==> src/rtl/ama_riscv_rf_dump.sv <==
// ---------------------------------------------------------------------------
// ama_riscv_rf_dump
//
// Purpose: streams the 32 integer registers x0..x31 of a RISC-V core out over
// a valid/ready port. Registers are read in pairs through the two register
// file read ports. While a dump is running the core is asked to hold its
// register writes (rf_stall), so every pair is a consistent snapshot.
//
// Parameters:
//   SKIP_X0    1 = do not emit the hard-wired x0 word (dump starts at x1)
//
// Ports:
//   clk        single clock, rising-edge
//   rst_n      asynchronous active-low reset
//   start      one-cycle dump request, honoured only when idle
//   abort      synchronous cancel of a running dump
//   rf_addr_a  register file port A address (even register of the pair)
//   rf_addr_b  register file port B address (odd register of the pair)
//   rf_data_a  register file port A data, combinational from rf_addr_a
//   rf_data_b  register file port B data, combinational from rf_addr_b
//   rf_stall   hold core register writes; mirrors busy
//   out_valid  out_data/out_addr/out_last carry a word
//   out_ready  consumer accepts the current word
//   out_data   register value
//   out_addr   register index of out_data
//   out_last   current word is x31
//   busy       dump in progress
//   done       one-cycle pulse after x31 has been accepted
// ---------------------------------------------------------------------------
module ama_riscv_rf_dump #(
  parameter bit SKIP_X0 = 1'b0
) (
  input  logic        clk,
  input  logic        rst_n,
  input  logic        start,
  input  logic        abort,
  output logic [4:0]  rf_addr_a,
  output logic [4:0]  rf_addr_b,
  input  logic [31:0] rf_data_a,
  input  logic [31:0] rf_data_b,
  output logic        rf_stall,
  output logic        out_valid,
  input  logic        out_ready,
  output logic [31:0] out_data,
  output logic [4:0]  out_addr,
  output logic        out_last,
  output logic        busy,
  output logic        done
);

  typedef enum logic [1:0] {
    IDLE   = 2'd0,
    FETCH  = 2'd1,
    SEND_A = 2'd2,
    SEND_B = 2'd3
  } state_e;

  state_e      state_q, state_d;
  logic [3:0]  k_q, k_d;
  logic [31:0] buf_a_q, buf_a_d;
  logic [31:0] buf_b_q, buf_b_d;
  logic [4:0]  rf_addr_a_q, rf_addr_a_d;
  logic [4:0]  rf_addr_b_q, rf_addr_b_d;
  logic        out_valid_q, out_valid_d;
  logic [31:0] out_data_q, out_data_d;
  logic [4:0]  out_addr_q, out_addr_d;
  logic        out_last_q, out_last_d;
  logic        busy_q, busy_d;
  logic        done_q, done_d;

  // Next-state and next-output logic. Every output is registered, so the
  // values computed here are what the outputs show in the following cycle.
  always_comb begin
    state_d     = state_q;
    k_d         = k_q;
    buf_a_d     = buf_a_q;
    buf_b_d     = buf_b_q;
    rf_addr_a_d = rf_addr_a_q;
    rf_addr_b_d = rf_addr_b_q;
    out_valid_d = 1'b0;
    out_data_d  = out_data_q;
    out_addr_d  = out_addr_q;
    out_last_d  = 1'b0;
    done_d      = 1'b0;

    unique case (state_q)
      IDLE: begin
        if (start && !abort) begin
          state_d     = FETCH;
          k_d         = 4'd0;
          // Addresses are registered, so the pair is presented on entry to
          // FETCH and the combinational read data is ready within FETCH.
          rf_addr_a_d = 5'd0;
          rf_addr_b_d = 5'd1;
        end
      end

      FETCH: begin
        buf_a_d     = rf_data_a;
        buf_b_d     = rf_data_b;
        out_valid_d = 1'b1;
        if (SKIP_X0 && (k_q == 4'd0)) begin
          // x0 is hard-wired to zero; go straight to its partner x1.
          state_d    = SEND_B;
          out_data_d = rf_data_b;
          out_addr_d = rf_addr_b_q;
        end else begin
          state_d    = SEND_A;
          out_data_d = rf_data_a;
          out_addr_d = rf_addr_a_q;
        end
      end

      SEND_A: begin
        out_valid_d = 1'b1;
        if (out_ready) begin
          state_d    = SEND_B;
          out_data_d = buf_b_q;
          out_addr_d = {k_q, 1'b1};
          out_last_d = (k_q == 4'd15);
        end else begin
          out_last_d = out_last_q;
        end
      end

      SEND_B: begin
        if (out_ready) begin
          if (k_q == 4'd15) begin
            state_d = IDLE;
            done_d  = 1'b1;
          end else begin
            state_d     = FETCH;
            k_d         = k_q + 4'd1;
            rf_addr_a_d = {k_q + 4'd1, 1'b0};
            rf_addr_b_d = {k_q + 4'd1, 1'b1};
          end
        end else begin
          out_valid_d = 1'b1;
          out_last_d  = out_last_q;
        end
      end

      default: begin
        state_d = IDLE;
      end
    endcase

    // Abort overrides everything above. A word accepted in the same cycle
    // still counts as transferred; the dump simply ends without done, and
    // the read addresses are not advanced to a pair that will never be read.
    if (abort && (state_q != IDLE)) begin
      state_d     = IDLE;
      k_d         = k_q;
      rf_addr_a_d = rf_addr_a_q;
      rf_addr_b_d = rf_addr_b_q;
      out_valid_d = 1'b0;
      out_last_d  = 1'b0;
      done_d      = 1'b0;
    end

    busy_d = (state_d != IDLE);
  end

  always_ff @(posedge clk or negedge rst_n) begin
    if (!rst_n) begin
      state_q     <= IDLE;
      k_q         <= 4'd0;
      buf_a_q     <= 32'd0;
      buf_b_q     <= 32'd0;
      rf_addr_a_q <= 5'd0;
      rf_addr_b_q <= 5'd0;
      out_valid_q <= 1'b0;
      out_data_q  <= 32'd0;
      out_addr_q  <= 5'd0;
      out_last_q  <= 1'b0;
      busy_q      <= 1'b0;
      done_q      <= 1'b0;
    end else begin
      state_q     <= state_d;
      k_q         <= k_d;
      buf_a_q     <= buf_a_d;
      buf_b_q     <= buf_b_d;
      rf_addr_a_q <= rf_addr_a_d;
      rf_addr_b_q <= rf_addr_b_d;
      out_valid_q <= out_valid_d;
      out_data_q  <= out_data_d;
      out_addr_q  <= out_addr_d;
      out_last_q  <= out_last_d;
      busy_q      <= busy_d;
      done_q      <= done_d;
    end
  end

  assign rf_addr_a = rf_addr_a_q;
  assign rf_addr_b = rf_addr_b_q;
  assign out_valid = out_valid_q;
  assign out_data  = out_data_q;
  assign out_addr  = out_addr_q;
  assign out_last  = out_last_q;
  assign busy      = busy_q;
  assign rf_stall  = busy_q;
  assign done      = done_q;

endmodule

==> config.mk <==
export PLATFORM = sky130hd
export DESIGN_NAME = ama_riscv_rf_dump
export DESIGN_NICKNAME = d
export VERILOG_FILES = /design/src/rtl/ama_riscv_rf_dump.sv
export SDC_FILE = /design/constraint.sdc
export NUM_CORES = 1
export LEC_CHECK = 0
export CAP_MARGIN = 20
export CORE_UTILIZATION = 31
export CTS_CLUSTER_DIAMETER = 30
export DETAILED_ROUTE_END_ITERATION = 8
export GPL_ROUTABILITY_DRIVEN = 0
export PLACE_DENSITY_LB_ADDON = 0.15
export SLEW_MARGIN = 0
export SYNTH_ARGS = -nofsm -noshare
export SYNTH_HDL_FRONTEND = slang
export SYNTH_SLANG_ARGS = --single-unit
==> constraint.sdc <==
create_clock -name clk -period 4.16 [get_ports clk]
set_clock_uncertainty 0.15 [all_clocks]
set_input_delay 0.624 -clock clk [delete_from_list [all_inputs] [get_ports clk]]
set_output_delay 0.624 -clock clk [all_outputs]
set_load 0.02 [all_outputs]
After elaboration in Yosys (flattened, before gate mapping):

Index checks and enable logic that the tools add are counted.

* input port bits: 69
* register bits after elaboration: 89

* multiplexer cells: 33
* add/subtract/negate cells: 1
* reduce and logical (&&, ||, !) cells: 12
* equality and inequality tests: 10
* bitwise operators: 1

Operator list (count)
* $pmux 32 s2: 1
* $mux 5: 7
* $mux 32: 1
* $pmux 5 s2: 3
* $mux 4: 3
* $mux 1: 10
* $mux 2: 4
* $ne 2x2->1 const B: 4
* $pmux 2 s4: 1
* $pmux 4 s2: 1
* $reduce_bool 2->1: 4
* $ne 3x3->1 const B: 2
* $reduce_and 5->1: 1
* $add 4x1->4 const B: 1
* $eq 2x2->1 const B: 2
* $eq 4x4->1 const B: 1
* $pmux 1 s2: 2
* $reduce_and 2->1: 2
* $eq 2x1->1 const B: 1
* $logic_and 1x1->1: 2
* $logic_not 2->1: 1
* $reduce_or 2->1: 1
* $logic_not 1->1: 1
* $not 1->1: 1

Logic depth before layout (Yosys ltp):

* depth after elaboration: 6
* gate-level depth with buffers: 9

Worst setup path after synthesis:

No wires, ideal clock.

* path kind: reg2reg
* start point: reg state_q[0]
* end point: reg out_addr_q[1], in the netlist out_addr[1]
* cell stages (with the launch flop): 8
* path slack: 2268 ps
* setup time: 125 ps
* required time: 3885 ps
* arrival: 1617 ps
* path through: dfrtp_1 -> inv_1 -> ha_1 -> buf_2 -> inv_1 -> o21ai_1 -> buf_4 -> mux2_2

* cells in the longest elaborated chain, start to end: 3

Ends and longest elaborated chain
* start, declared: line 58 `state_e state_q, state_d;`
* start signal, assigned: line 179 `state_q <= state_d;`
* $eq 2x2->1 or $eq 2x1->1 (tied branches)
* $ne 2x2->1 (no source line) or $reduce_bool 2->1 (tied branches)
* $reduce_and 2->1 (no source line)
* end signal, assigned: line 187 `out_addr_q <= out_addr_d;`
* end, declared: line 66 `logic [4:0] out_addr_q, out_addr_d;`

Several ways; a longest one is shown, not always the timed one.
A chain may end at the register's enable or synchronous reset.

Final worst setup path:

* start point: reg rf_addr_b_q[3], in the netlist rf_addr_b[3]
* end point: out rf_addr_b[3]

RTL lines
* start, declared: line 63 `logic [4:0] rf_addr_b_q, rf_addr_b_d;`
* start signal, assigned: line 184 `rf_addr_b_q <= rf_addr_b_d;`
* end, declared: line 38 `output logic [4:0] rf_addr_b,`

No word-level cell between the ends.

==> results.yml <==
run_status:
  status: "complete, no violations"
route:
  wl_per_cell_microns: 14.5
  avgViaCountPerCell: 4.63
  top_layer_used: "met4"
  drt_wl_total_microns: 7900
  antenna_left: 0
  vias: 2528
  drt_first_pass_iters: 4
  wl_met3_microns: 596
  met1Wirelength_microns: 3630
  drc: 0
  met2_length_microns: 3580
  drt-initial-drc-count: 108
cells_and_area:
  nets: 476
  syn_to_final_growth_pct: 43.1
  multiInputGateArea_sq_um: 1390
  post-route-cell-area_sq_um: 5110
  seq_area_sq_um: 2000
  nFillCells: 1043
  drive_gt1_share_pct: 15.0
  n_antenna_cell: 0
yosys:
  synth_adder_area_share_pct: 2.10
  synth.net_count: 370
  synth_cells: 295
  yosys-mux-area-fraction_pct: 20.9
  synth-seq-cells: 80
  synthSimpleGateAreaFrac_pct: 6.98
  synth_top_family_by_area: "multiplexers"
  netlist_area_sq_um: 3570
  synth_compound_area_share_pct: 8.38
  synth_cell_type_count: 32
  ys_seq_area_share_pct: 56.1
  ys.warnings.count: 0
  avgSynthCellArea_sq_um: 12.1
  synth-xor-area-share_pct: 0
timing:
  hold_viol_final: 0
  period_minus_slack_ns: 2.26
  rsz0062_at_grt: "no"
  final-setup-viol-count: 0
  slew_headroom_pct: 38.5
  maxSlewViolCount: 0
  post-route-period-util_pct: 54.4
  tightestPinTransition_ns: 0.923
  fmax_ghz: 0.442
  fin_setup_tns_ns: 0
global_routing:
  grt_pass1_vias: 2568
  antenna_found_initial: 0
  grt_use_total_pct: 14.1
  grt_max_degree: 81
  grt_remaining_overflow: 0
  grt_pass1_wl_microns: 12800
worst_setup_path:
  cp-endpoint: "rf_addr_b[3]"
  endpoint_kind: "output port"
  critical_path_depth: 1
  worstPathMaxFanout: 9
  critical_path.slowest_cell: "clkdlybuf4s50_1"
  worstReg2RegStart: "state_q[1]"
  max_stage_delay_ns: 0.66
  crit_type: "register to output port"
  worstPathCellList: "clkdlybuf4s50_1"
  cp.arrival_ns: 1.49
  rr_worst_depth: 5
  cp.required_ns: 3.39
  timing.rr.end: "busy"
  cp-start-kind: "register"
  crit_start: "rf_addr_b[3]"
  crit_family: "buffers and inverters"
  regToRegSetupSlack_ns: 1.99
  crit_buf_inv: 1
cts:
  clk_latency_ns: 0.33
  clockBufferDepth: 2
  numCtsBuffers: 9
  cts.hold.buffers_added: 0
  post_cts_resized: 0
  cts_tree: "yes"
  clockRootBuffer: "clkbuf_16"
  cts_post_setup_buffers_inserted: 0
  clkTransAtPathRegs_ns: 0.06
  clkSinkCount: 80
  cts-htree-levels: 3
power_and_ir_drop:
  peakVddDrop_mv: 0.413
  finalPower_mw: 3.81
  p_comb_share_pct: 45.3
  leakage_nw: 2.11
  power_frac_clock_pct: 20.1
  intPower_mw: 2.45
  p_switching_mw: 1.37
  swShare_pct: 35.8
  sequentialPowerShare_pct: 34.6
  cellPowerDensity_nw_per_um2: 747
floorplan:
  rows: 38
  die_w_microns: 109
  dieArea_sq_um: 11900
  initial_core_util_pct: 32.4
  ios: 121
  core_area_sq_um: 11000
  die_h_microns: 109
placement:
  dpl_cell_area_sq_um: 4800
  dp_hpwl_microns: 5250
  port-buffer-count: 119
hold_path:
  holdCritPathClass: "primary input to asynchronous set/reset pin"
job:
  maxCapViolations: 0
-- cells by family after synthesis --
group | Yosys count
simple gates | 54
buf+inv | 33
other cells | 1
fa+ha+maj | 6
mux | 70
flops | 80
compound gates | 51
-- sequential cells by signal, indices dropped and copies added, names as in the netlist --
signal	flops
out_last	1
state_q	2
out_data	32
rf_addr_b	4
out_valid	1
buf_b_q	32
rf_addr_a	1
busy	1
done	1
out_addr	5
-- metal layers --
metal | vias to the layer above | global-route usage (%)
met4 | 0 | 5.14
met3 | 10 | 4.45
met2 | 84 | 21.2
li1 | 1224 | -
met5 | - | 0
met1 | 1210 | 19.0
-- power by group through the flow --
stage          sequential, mW  combinational [mW]  clock (mW)
3_3_place_gp             1.33                1.73           0
4_1_cts                  1.32                1.75       0.800
3_5_place_dp             1.33                1.76           0
6_report                 1.32                1.73       0.767
2_1_floorplan            1.51               0.956           0
5_1_grt                  1.37                1.91       0.836
-- Yosys cell counts --
| master | count | area [sq um] |
|---|---|---|
| a21o_1 | 1 | 7.51 |
| nor2b_1 | 2 | 12.5 |
| inv_1 | 5 | 18.8 |
| nor3b_1 | 2 | 15.0 |
| o21ai_1 | 2 | 10.0 |
| nor2b_4 | 1 | 13.8 |
| nand2b_1 | 2 | 12.5 |
| or2_2 | 1 | 6.26 |
| buf_6 | 1 | 11.3 |
| buf_2 | 8 | 40.0 |
| o22ai_1 | 1 | 6.26 |
| conb_1 | 1 | 3.75 |
| mux2_2 | 36 | 405 |
| a2bb2oi_1 | 1 | 8.76 |
| nor2_1 | 3 | 11.3 |
| a21oi_1 | 6 | 30.0 |
| nor3_1 | 1 | 5.00 |
| clkbuf_1 | 5 | 18.8 |
| nand3_1 | 4 | 20.0 |
| mux2i_1 | 34 | 340 |
| nand4b_1 | 1 | 8.76 |
| a2111oi_4 | 1 | 27.5 |
| and3_1 | 1 | 6.26 |
| nand2_1 | 35 | 131 |
| a211oi_1 | 1 | 7.51 |
| o21ai_0 | 35 | 175 |
| a41oi_1 | 1 | 8.76 |
| a221oi_1 | 2 | 17.5 |
| nand4_1 | 1 | 6.26 |
| dfrtp_1 | 80 | 2000 |
| buf_4 | 14 | 105 |
| ha_1 | 6 | 75.1 |
-- area by class of cell --
| class | instances | area share, % |
|---|---|---|
| multi-input combinational | 182 | 27.2 |
| inverter | 5 | 0.368 |
| sequential | 80 | 39.2 |
| clock buffer | 11 | 4.56 |
| clock inverter | 5 | 1.13 |
| timing repair buffer | 123 | 24.1 |
| tap | 140 | 3.43 |
-- worst min-delay path by stage --
| stage | from | endpoint | slack (ns) | cells past startpoint |
|---|---|---|---|---|
| global route | rst_n | buf_b_q[2] | 0.14 | 1 |
| detailed placement | rf_addr_b[0] | rf_addr_b[0] | 0.30 | 1 |
| finish | rst_n | buf_b_q[2] | 0.11 | 1 |
| floorplan | rst_n | buf_b_q[0] | 0.18 | 0 |
| global placement | rf_addr_b[0] | rf_addr_b[0] | 0.30 | 1 |
| CTS | rf_addr_b[0] | rf_addr_b[0] | 0.32 | 1 |
-- per-stage QoR --
step,utilization (%),setup slack [ns],std cells,hold WS [ns]
3_3_place_gp,43.5,1.64,529,0.298
5_1_grt,46.3,1.78,546,0.142
3_5_place_dp,43.5,1.62,529,0.302
6_report,46.3,1.90,546,0.110
2_1_floorplan,-,2.27,295,0.178
4_1_cts,46.1,1.88,545,0.315
-- placed cells by master (no fill, tap or decap), types with 3 or more instances in the layout --
| master | n |
|---|---|
| nor2_1 | 3 |
| mux2_2 | 36 |
| a21oi_1 | 6 |
| o21ai_0 | 35 |
| mux2i_1 | 34 |
| buf_4 | 4 |
| clkbuf_16 | 9 |
| nand3_1 | 4 |
| ha_1 | 4 |
| inv_1 | 5 |
| dfrtp_1 | 80 |
| nand2_1 | 35 |
| clkinvlp_4 | 3 |
| clkdlybuf4s50_1 | 118 |
(Power assumes the default switching activity.)
